`src/rtl/uart_ldpc_pkg.sv`:
```
// rtl/uart_ldpc_pkg.sv - shared types and defaults for the UART/LDPC loopback BIST
package uart_ldpc_pkg;

   localparam int         DATA_W_DEF    = 8;
   localparam logic [7:0] LFSR_TAPS_DEF = 8'hB8;

   typedef enum logic [2:0] {
      S_IDLE,
      S_SEND,
      S_WAIT,
      S_CHECK,
      S_FIN
   } bist_state_t;

endpackage

```
`src/rtl/bist_lfsr.sv`:
```
// rtl/bist_lfsr.sv - right-shifting Galois LFSR with parallel load
module bist_lfsr
   import uart_ldpc_pkg::*;
#(
   parameter int                DATA_W = DATA_W_DEF,
   parameter logic [DATA_W-1:0] TAPS   = DATA_W'(LFSR_TAPS_DEF)
) (
   input  logic              i_clk,
   input  logic              i_rst,
   input  logic              i_load,
   input  logic              i_step,
   input  logic [DATA_W-1:0] i_seed,
   output logic [DATA_W-1:0] o_q
);

   logic [DATA_W-1:0] r_q;

   // load has priority so a new run always starts from its seed
   always_ff @(posedge i_clk) begin
      if (i_rst) begin
         r_q <= '0;
      end else if (i_load) begin
         r_q <= i_seed;
      end else if (i_step) begin
         r_q <= (r_q >> 1) ^ (r_q[0] ? TAPS : '0);
      end
   end

   assign o_q = r_q;

endmodule

```
`src/rtl/uart_ldpc_bist.sv`:
```
// rtl/uart_ldpc_bist.sv - loopback generator/checker sequencing messages through top_main
module uart_ldpc_bist
   import uart_ldpc_pkg::*;
#(
   parameter int                DATA_W      = DATA_W_DEF,
   parameter int                NUM_MSGS    = 16,
   parameter int                TIMEOUT_CYC = 200000,
   parameter logic [DATA_W-1:0] LFSR_TAPS   = DATA_W'(LFSR_TAPS_DEF),
   parameter int                CNT_W       = 16
) (
   input  logic              i_clk,
   input  logic              i_rst,
   input  logic              i_start,
   input  logic              i_mode,
   input  logic [DATA_W-1:0] i_seed,
   output logic [DATA_W-1:0] o_m,
   output logic              o_tx_start,
   input  logic              i_tx_done,
   input  logic              i_rx_done,
   input  logic [DATA_W-1:0] i_message,
   output logic              o_busy,
   output logic              o_done,
   output logic              o_pass,
   output logic              o_timeout_err,
   output logic [CNT_W-1:0]  o_msg_count,
   output logic [CNT_W-1:0]  o_err_count
);

   localparam int TO_W = (TIMEOUT_CYC > 1) ? $clog2(TIMEOUT_CYC) : 1;
   localparam logic [TO_W-1:0] TO_LAST = TO_W'(TIMEOUT_CYC - 1);

   bist_state_t       r_state;
   logic              r_mode;
   logic              r_tx_seen;
   logic              r_rx_seen;
   logic [DATA_W-1:0] r_msg_cap;
   logic [TO_W-1:0]   r_to_cnt;

   logic              w_load;
   logic              w_step;
   logic [DATA_W-1:0] w_seed;
   logic [DATA_W-1:0] w_payload;
   logic              w_tx_any;
   logic              w_rx_any;
   logic [DATA_W-1:0] w_cap;
   logic              w_last;

   // an all-zero LFSR state would lock up, so seed 0 in LFSR mode becomes 1
   assign w_load   = (r_state == S_IDLE) && i_start;
   assign w_step   = (r_state == S_CHECK) && r_mode;
   assign w_seed   = (i_mode && (i_seed == '0)) ? DATA_W'(1) : i_seed;
   assign w_tx_any = r_tx_seen | i_tx_done;
   assign w_rx_any = r_rx_seen | i_rx_done;
   assign w_cap    = i_rx_done ? i_message : r_msg_cap;
   assign w_last   = (o_msg_count == CNT_W'(NUM_MSGS - 1));

   bist_lfsr #(
      .DATA_W (DATA_W),
      .TAPS   (LFSR_TAPS)
   ) u_lfsr (
      .i_clk  (i_clk),
      .i_rst  (i_rst),
      .i_load (w_load),
      .i_step (w_step),
      .i_seed (w_seed),
      .o_q    (w_payload)
   );

   always_ff @(posedge i_clk) begin
      if (i_rst) begin
         r_state       <= S_IDLE;
         r_mode        <= 1'b0;
         r_tx_seen     <= 1'b0;
         r_rx_seen     <= 1'b0;
         r_msg_cap     <= '0;
         r_to_cnt      <= '0;
         o_m           <= '0;
         o_tx_start    <= 1'b0;
         o_busy        <= 1'b0;
         o_done        <= 1'b0;
         o_pass        <= 1'b0;
         o_timeout_err <= 1'b0;
         o_msg_count   <= '0;
         o_err_count   <= '0;
      end else begin
         o_tx_start <= 1'b0;
         case (r_state)
            S_IDLE: begin
               if (i_start) begin
                  r_mode        <= i_mode;
                  o_msg_count   <= '0;
                  o_err_count   <= '0;
                  o_done        <= 1'b0;
                  o_pass        <= 1'b0;
                  o_timeout_err <= 1'b0;
                  o_busy        <= 1'b1;
                  r_state       <= S_SEND;
               end
            end
            S_SEND: begin
               o_m        <= w_payload;
               o_tx_start <= 1'b1;
               r_tx_seen  <= 1'b0;
               r_rx_seen  <= 1'b0;
               r_to_cnt   <= '0;
               r_state    <= S_WAIT;
            end
            S_WAIT: begin
               // done strobes from this cycle count toward the handshake immediately
               r_tx_seen <= w_tx_any;
               r_rx_seen <= w_rx_any;
               r_msg_cap <= w_cap;
               if (w_tx_any && w_rx_any) begin
                  r_state <= S_CHECK;
               end else if (r_to_cnt == TO_LAST) begin
                  o_timeout_err <= 1'b1;
                  r_state       <= S_FIN;
               end else begin
                  r_to_cnt <= r_to_cnt + 1'b1;
               end
            end
            S_CHECK: begin
               if ((r_msg_cap != o_m) && (o_err_count != '1)) begin
                  o_err_count <= o_err_count + 1'b1;
               end
               o_msg_count <= o_msg_count + 1'b1;
               r_state     <= w_last ? S_FIN : S_SEND;
            end
            S_FIN: begin
               o_busy  <= 1'b0;
               o_done  <= 1'b1;
               o_pass  <= (o_err_count == '0) && !o_timeout_err;
               r_state <= S_IDLE;
            end
            default: r_state <= S_IDLE;
         endcase
      end
   end

endmodule

```
`config.mk`:
```
export PLATFORM = sky130hd
export DESIGN_NAME = uart_ldpc_bist
export DESIGN_NICKNAME = d
export VERILOG_FILES = /design/src/rtl/uart_ldpc_pkg.sv /design/src/rtl/bist_lfsr.sv /design/src/rtl/uart_ldpc_bist.sv
export SDC_FILE = /design/constraint.sdc
export NUM_CORES = 1
export LEC_CHECK = 0
export CAP_MARGIN = 5
export CORE_MARGIN = 2
export CORE_UTILIZATION = 48
export CTS_CLUSTER_DIAMETER = 100
export CTS_CLUSTER_SIZE = 30
export DETAILED_ROUTE_END_ITERATION = 8
export GPL_TIMING_DRIVEN = 0
export PLACE_DENSITY = 0.72
export SYNTH_ARGS = -nofsm -noshare
export SYNTH_HDL_FRONTEND = slang
export SYNTH_SLANG_ARGS = --single-unit
```
`constraint.sdc`:
```
create_clock -name i_clk -period 3.96 [get_ports i_clk]
set_clock_uncertainty 0.15 [all_clocks]
set_input_delay 0.99 -clock i_clk [delete_from_list [all_inputs] [get_ports i_clk]]
set_output_delay 0.99 -clock i_clk [all_outputs]
set_load 0.02 [all_outputs]
```
Yosys cells after proc, flatten, opt, wreduce, memory -nomap -nowiden
Cells that the tools add are included.
- reduce and logical (&&, ||, !) cells: 23
- equality and inequality tests: 14
- muxes and demuxes: 27
- bitwise operators: 3
- $add $sub $neg: 3
- operator list (cell ; count):
    16-bit one-hot mux with 2 select lines ; 2
    18-bit 2-to-1 mux ; 2
    18-bit one-hot mux with 2 select lines ; 1
    16-bit by 1-bit adder with 16-bit output, second input constant ; 2
    16-bit 2-to-1 mux ; 2
    8-bit 2-to-1 mux ; 4
    18-bit by 1-bit adder with 18-bit output, second input constant ; 1
    18-bit equality test, second input constant ; 1
    16-bit by 4-bit equality test with 1-bit output, second input constant ; 1
    16-bit logical NOT ; 1
    16-bit inequality test, second input constant ; 1
    3-bit 2-to-1 mux ; 4
    1-bit one-hot mux with 2 select lines ; 6
    3-bit one-hot mux with 4 select lines ; 1
    2-bit AND reduction ; 5
    2-bit nonzero test ; 5
    8-bit logical NOT ; 1
    2-bit inequality test, second input constant ; 4
    8-bit inequality test ; 1
    7-bit by 8-bit bitwise XOR with 8-bit output ; 1
    3-bit by 2-bit equality test with 1-bit output, second input constant ; 2
    1-bit logical AND ; 6
    3-bit AND reduction ; 2
    1-bit 2-to-1 mux ; 5
    other kinds (8) ; 9
- logic and storage cells: 85
- register bits: 85
- output and inout port bits: 45
- input port bits: 22

Depth between registers and ports, before layout
Gate-level depths: netlist of run 1.
- word-level depth: 4
- gate-level depth with buffers: 9
- mapped depth without buffers: 7

Modules after synthesis
A second synthesis of run 1 with hierarchy kept.
- cell total of the unflattened synthesis: 532
- area, all modules: 4390.5 µm²
- modules (own cells, without submodules) (module ; cells an instance ; times used ; sequential area each (µm²) ; area an instance (µm²)):
    uart_ldpc_bist ; 491 ; 1 ; 1541.5 ; 3958.8
    bist_lfsr ; 41 ; 1 ; 160.2 ; 431.7

Least setup slack after synthesis of run 1
No wires, ideal clock.
- path kind: input port to flip-flop
- from: in i_start
- to: reg u_lfsr.r_q[0], in the netlist u_lfsr.o_q[0]
- arrival: 2257 ps
- setup time: 128 ps
- stages: 5
- data required time: 3682 ps
- path buffers: 1
- setup slack: 1426 ps
- cells stage by stage: nor4b_1 > a21oi_1 > clkbuf_1 > a21oi_1 > nor2_1
- cells in the longest elaborated chain, start to end: 2
- elaborated cells on any way between the ends: 3
- classes of those cells: 1 x mux; 2 x reduce/logical
- ends and longest elaborated chain (element ; RTL line ; RTL):
    from (decl) ; uart_ldpc_bist.sv:13 ; input logic i_start,
    1-bit logical AND (*) ; uart_ldpc_bist.sv:49 ; assign w_load = (r_state == S_IDLE) && i_start;
    8-bit 2-to-1 mux or 2-bit nonzero test (tied branches) ; - ;
    to (signal assigned) ; bist_lfsr.sv:23 ; r_q <= i_seed;
    to (signal assigned) ; bist_lfsr.sv:25 ; r_q <= (r_q >> 1) ^ (r_q[0] ? TAPS : '0);
    to (decl) ; bist_lfsr.sv:16 ; logic [DATA_W-1:0] r_q;
Every way passes the cells marked *; elsewhere a longest branch is shown, timed or not.
A chain may end at the register's enable or synchronous reset.

Worst setup path after layout of run 1
- from: in i_start
- to: reg u_lfsr.r_q[6], in the netlist u_lfsr.o_q[6]
The elaborated chain is that of the path after synthesis.

==> run_results.csv, run 1 <==
group,metric,value,unit
floorplan,coreArea,8260,um^2
global_routing,grt_overflow,0,
logic_synthesis,synth_area,4120,um^2
detailed_routing,wirelength,11100,um
clock_network,htreeDepth,3,
logic_synthesis,yosys_warnings,0,
sta,drv_slew,0,
worst_setup_path,critPathLaunch,"i_start",
cells_and_area,drive_above_1_share,5.27,%
clock_network,clock_path_buffers,2,
sta,period_share,79.5,%
run,cap_violations,0,
global_routing,grt_pass1_wl,18500,um
clock_network,cts_tree,"yes",
cells_and_area,syn_to_final_growth,24.8,%
hold_path,hold_class,"reg2reg",
floorplan,num_rows,33,
worst_setup_path,rr_endpoint,"o_err_count[6]",
worst_setup_path,r2r_slack,1.30,ns
pwr,power_frac_clock,32.8,%
detailed_routing,met2WireLength,5350,um
worst_setup_path,critical_path_required,4.10,ns
worst_setup_path,crit_path_end_kind,"flop",
detailed_routing,dr.max_layer_used,"met4",
clock_network,cts_resized,0,
pwr,switching_share,31.5,%
logic_synthesis,synth_area_per_cell,7.86,um^2
detailed_routing,met3_length,576,um
logic_synthesis,synthCells,524,
detailed_routing,drt-met1-wl,5110,um
logic_synthesis,synth_top_area_cell,"dfxtp_1",
detailed_routing,first_pass_iters,5,
worst_setup_path,path_class,"in2reg",
floorplan,initial_core_util,49.8,%
floorplan,die-height,96.6,um
pwr,netSwitchingPower,0.639,mW
place,dp_hpwl,8070,um
detailed_routing,drt-wirelength-per-cell,15.6,um
place,portBuffers,66,
pwr,p_seq_share,45.2,%
worst_setup_path,worstReg2RegStart,"o_err_count[0]",
sta,hold_viol,0,
worst_setup_path,rr_worst_depth,8,
logic_synthesis,synth_mux_area_share,1.03,%
logic_synthesis,synth_edf_count,0,
detailed_routing,antenna_left,0,
worst_setup_path,path_max_fanout,10,
detailed_routing,avgViaCountPerCell,5.82,
run_status,outcome,"finished clean",
detailed_routing,drt_iter0_drc,175,
global_routing,groute.usage.overall,23.7,%
pwr,vdd_ir_drop_max,0.000178,V
pwr,power.density,395,nW/um^2
logic_synthesis,synth_ff_type,"dfxtp_1",
hold_path,hold_end,"o_done",
sta,slew_headroom,48.1,%
clock_network,clkSinkCount,85,
hold_path,min_path_cells,2,
clock_network,clock_latency,0.36,ns
worst_setup_path,crit_path_start_kind,"input pin",
logic_synthesis,ys_seq_area_share,41.3,%
logic_synthesis,ys_async_sr_fraction,0,%
global_routing,grt_pass1_vias,3829,
logic_synthesis,syn_nets,550,
logic_synthesis,synth_top_family_by_area,"simple AND/OR/NAND/NOR gates",
clock_network,cts_root_buf,"clkbuf_8",
sta,min_period,3.15,ns
logic_synthesis,synth-xor-area-share,4.89,%
sta,worst_pin_slew,0.777,ns
sta,rsz0062_at_grt,"no",
clock_network,cts_made_buffers,9,
pwr,p_leak,1.62,nW
clock_network,path_clk_slew,0.09,ns
logic_synthesis,synth_simple_gate_area_share,31.5,%
global_routing,grt_max_degree,15,
logic_synthesis,synth_commonest_cells,"dfxtp_1 (85), nor2_1 (71), nand2_1 (69), a21oi_1 (67), nand3_1 (26)",
worst_setup_path,crit_arrival,3.29,ns
place,placed_area,4920,um^2
floorplan,ios,67,
clock_network,postCtsSetupBuffers,0,
sta,fin_setup_tns,0,ns
logic_synthesis,synth_top_area_share,41.3,%
logic_synthesis,synth-adder-area-share,1.22,%
pwr,p_int,1.39,mW
detailed_routing,drc_errors,0,
floorplan,die_w,96.6,um
logic_synthesis,synth-compound-area-share,17.2,%
cells_and_area,layout.nets,628,
place,gp_congestion,0.904,
logic_synthesis,yosysMostFrequentCell,"dfxtp_1",
sta,fmax,0.318,GHz
pwr,p_comb_share,21.9,%
floorplan,die_area,9330,um^2
sta,setup_viol,0,
detailed_routing,vias,4146,
clock_network,cts_hold_buf,0,
logic_synthesis,ys_types,56,
logic_synthesis,yosys-top-cells-area,"dfxtp_1 (41%), a21oi_1 (8.1%), nor2_1 (6.5%)",
logic_synthesis,ys_seq_elements,85,
global_routing,antenna_found_initial,0,
cells_and_area,fin_area,5140,um^2
hold_path,hp-start,"o_done",
cells_and_area,antenna_cells,0,
cell usage in the layout (no fill, tap or decap), drive strengths merged, types with 13 or more instances in the layout:
master         instances
nand4                 13
xnor2                 20
nand2                 69
clkdlybuf4s50         66
clkbuf                34
dfxtp                 85
o21ai                 17
nor2                  72
nand3                 26
a21oi                 67
state kept, by name (all words and copies together), names as in the netlist:
| signal | cells |
|---|---|
| o_pass | 1 |
| r_state | 3 |
| o_timeout_err | 1 |
| o_busy | 1 |
| r_mode | 1 |
| r_tx_seen | 1 |
| o_m | 8 |
| r_msg_cap | 8 |
| o_done | 1 |
| o_tx_start | 1 |
| r_to_cnt | 18 |
| o_msg_count | 16 |
| o_err_count | 16 |
| u_lfsr.o_q | 8 |
| r_rx_seen | 1 |
cells by family (layout without fill, tap and decap cells):
family	after synthesis	count (layout)
fa+ha+maj	4	4
simple gates	260	260
xor+xnor	23	23
mux	4	4
flops	85	85
compound gates	119	119
buf+inv	29	112
power by group through the flow:
stage	Combinational [mW]	Clock, mW	Sequential (mW)
3_5_place_dp	0.441	0	0.937
6_report	0.445	0.666	0.918
5_1_grt	0.485	0.712	0.922
3_3_place_gp	0.431	0	0.937
4_1_cts	0.443	0.675	0.918
2_1_floorplan	0.285	0	0.943
critical path: stages:
cell and delay, ns:
clkdlybuf4s50_1 0.53, nor4b_1 0.54, clkdlybuf4s18_2 0.37, clkbuf_1 0.44
nand2_1 0.13, a21oi_1 0.14, a21oi_1 0.05, nor2_1 0.09
stage by stage:
stage | utilization (%) | std cells | setup slack, ns | hold WS [ns] | power [mW]
floorplan | - | 524 | 1.43 | 0.287 | 1.23
global placement | 59.4 | 695 | 0.0919 | 0.294 | 1.37
detailed placement | 59.6 | 696 | 0.495 | 0.303 | 1.38
CTS | 62.2 | 712 | 0.866 | 0.315 | 2.04
global route | 62.2 | 712 | 0.717 | 0.320 | 2.12
finish | 62.2 | 712 | 0.813 | 0.319 | 2.03
cell type report:
class | count | area, um^2
well taps | 105 | 131
inverters | 4 | 15.0
multi-input cells | 410 | 2300
fillers | 751 | 3120
flip-flops and latches | 85 | 1700
clock inverters | 4 | 55.1
plain buffers | 25 | 103
clock buffers | 12 | 165
repair buffers | 67 | 671
per-layer routing:
layer  GRT usage, %  vias up
met5              0        -
met4           5.09        0
met3           5.56       13
met2           39.7      121
met1           31.3     1980
li1               -     2032
how the worst max path moves through the flow:
stage,to,slack (ns),cells after the start
finish,u_lfsr.o_q[6],0.81,8
global route,u_lfsr.o_q[0],0.72,7
CTS,u_lfsr.o_q[6],0.87,8
detailed placement,u_lfsr.o_q[2],0.49,8
global placement,u_lfsr.o_q[2],0.09,6
floorplan,u_lfsr.o_q[0],1.43,5
Power figures use the tool's default switching activity.
==> run 2: changes to the inputs <==
- PLACE_DENSITY: 0.72 -> 0.75
- clock period: 3.96 -> 2.63 ns (I/O delays scaled with it)
==> run_results.csv, run 2 (synthesized netlist as in run 1, its figures left out) <==
group,metric,value,unit
detailed_routing,avgViaCountPerCell,5.85,
cells_and_area,n_fill_cell,728,
clock_network,cts_made_buffers,9,
detailed_routing,first_pass_iters,5,
pwr,p_leak,1.64,nW
cells_and_area,final_common_cell,"dfxtp_1",
clock_network,path_clk_slew,0.08,ns
sta,slew_headroom,62.8,%
floorplan,num_rows,33,
detailed_routing,drc_errors,0,
floorplan,die_area,9330,um^2
detailed_routing,vias,4169,
run,cap_violations,0,
worst_setup_path,crit_path_start_kind,"flop",
cells_and_area,regMostFlops,"r_to_cnt",
worst_setup_path,critical_path_required,2.72,ns
sta,fin_setup_tns,0,ns
sta,fmax,0.391,GHz
global_routing,grt_overflow,0,
clock_network,cts_tree,"yes",
floorplan,die-height,96.6,um
sta,setup_viol,0,
place,portBuffers,66,
global_routing,antenna_found_initial,0,
sta,drv_slew,0,
detailed_routing,antenna_left,0,
sta,worst_pin_slew,0.559,ns
place,placed_area,4910,um^2
worst_setup_path,worst_path_max_delay_cell,"or4_4",
cells_and_area,layout.nets,630,
detailed_routing,wirelength,11200,um
cells_and_area,syn_to_final_growth,25.7,%
hold_path,hold_class,"reg2reg",
floorplan,ios,67,
clock_network,clock_path_buffers,2,
worst_setup_path,path_class,"reg2reg",
clock_network,cts_root_buf,"clkbuf_8",
worst_setup_path,crit_arrival,2.65,ns
sta,period_share,97.4,%
sta,hold_viol,0,
global_routing,grt_pass1_vias,3903,
detailed_routing,drt_iter0_drc,292,
worst_setup_path,critPathLaunch,"r_to_cnt[6]",
cells_and_area,fin_area,5170,um^2
clock_network,htreeDepth,3,
pwr,power.density,587,nW/um^2
cells_and_area,largest_reg_flops,18,
worst_setup_path,slowest_delay,0.56,ns
worst_setup_path,rr_worst_depth,7,
worst_setup_path,crit_path_frequent_cell,"nor2_1",
sta,min_period,2.56,ns
global_routing,groute.usage.overall,23.8,%
detailed_routing,drt-wirelength-per-cell,15.7,um
cells_and_area,antenna_cells,0,
clock_network,clkSinkCount,85,
place,gp_congestion,0.860,
cells_and_area,drive_above_1_share,7.89,%
clock_network,clock_latency,0.36,ns
worst_setup_path,r2r_slack,0.07,ns
sta,rsz0062_at_grt,"yes",
worst_setup_path,endpoint,"r_to_cnt[3]",
worst_setup_path,worstReg2RegStart,"r_to_cnt[6]",
cells_and_area,layout_common_cells,"dfxtp_1 (82), nor2_1 (71), nand2_1 (69), a21oi_1 (66), clkdlybuf4s50_1 (66)",
pwr,vdd_ir_drop_max,0.000304,V
global_routing,grt_pass1_wl,18600,um
worst_setup_path,path_max_fanout,7,
run_status,outcome,"finished clean",
global_routing,grt_max_degree,14,
place,dp_hpwl,8050,um
worst_setup_path,rr_endpoint,"r_to_cnt[3]",
floorplan,coreArea,8260,um^2
cells_and_area,reg.largest.list,"r_to_cnt: 18 flops, o_err_count: 16 flops, o_msg_count: 16 flops",
worst_setup_path,cp_cell_sequence,"or4b_4 -> or4_4 -> o31ai_4 -> buf_6 -> nor2_1 -> xnor2_1 -> nor2_1",
floorplan,initial_core_util,49.8,%
floorplan,die_w,96.6,um
worst_setup_path,crit_path_end_kind,"flop",
run 2: worst min-delay path by stage:
stage / start / end / slack (ns) / cells after the start
after floorplan: r_mode / r_mode / 0.29 / 2
after global placement: r_mode / r_mode / 0.30 / 2
after detailed placement: o_done / o_done / 0.31 / 2
after CTS: o_done / o_done / 0.32 / 2
after global routing: r_msg_cap[2] / r_msg_cap[2] / 0.35 / 2
final: o_done / o_done / 0.32 / 2
run 2: stage by stage:
step | utilization, % | setup slack, ns | power, mW | std cells | hold WS [ns]
6_report | 62.6 | 0.0694 | 3.04 | 713 | 0.319
5_1_grt | 62.6 | -0.0261 | 3.17 | 713 | 0.353
4_1_cts | 62.1 | 0.0516 | 3.01 | 711 | 0.319
3_5_place_dp | 59.5 | -0.400 | 2.06 | 696 | 0.307
3_3_place_gp | 59.4 | -0.909 | 2.05 | 695 | 0.297
2_1_floorplan | - | 0.324 | 1.85 | 524 | 0.287
run 2: power by group:
| part | internal, mW | leakage, nW | total [mW] | switching (mW) |
|---|---|---|---|---|
| Sequential | 1.34 | 0.688 | 1.38 | 0.0424 |
| Combinational | 0.254 | 0.854 | 0.701 | 0.447 |
| Clock | 0.482 | 0.101 | 0.952 | 0.470 |
run 2: area by class of cell:
| cell class | instances | area [um^2] | share of cell area [%] |
|---|---|---|---|
| plain buffers | 24 | 104 | 2.01 |
| inverters | 4 | 15.0 | 0.290 |
| clock inverters | 4 | 47.5 | 0.919 |
| multi-input cells | 410 | 2330 | 45.1 |
| repair buffers | 70 | 686 | 13.3 |
| clock buffers | 11 | 151 | 2.93 |
| well taps | 105 | 131 | 2.54 |
| flip-flops and latches | 85 | 1710 | 33.0 |
run 2: layer usage:
metal  global-route usage, %  vias to the layer above  part of all wire (%)
met3                    5.20                       20                   6.7
met5                       0                        -                     0
li1                        -                     2044                     -
met1                    30.3                     1957                    43
met2                    40.6                      148                    48
met4                    7.04                        0                   1.7
run 2: worst max-delay path: cells and delay by family (launching register included):
family / cells / cell delay [ns]
flip-flops: 1 / 0.35
buffers and inverters: 1 / 0.18
AND/OR/NAND/NOR: 4 / 1.21
AO/OA/AOI/OAI: 1 / 0.39
XOR/XNOR: 1 / 0.17
run 2: repair_timing:
action / 4_1_cts / 5_1_grt
gates resized for setup: 3 / 15
endpoints found under the setup margin: 16 / 40
gates cloned: 0 / 1
buffers inserted: 0 / 2
pin swaps: 0 / 2
hold buffers: 0 / 0
==> run 3: changes to the inputs <==
- GPL_ROUTABILITY_DRIVEN: unset -> 1
==> results of run 3 <==
Same layout as run 2: the final DEF is identical, and so are final timing and power.
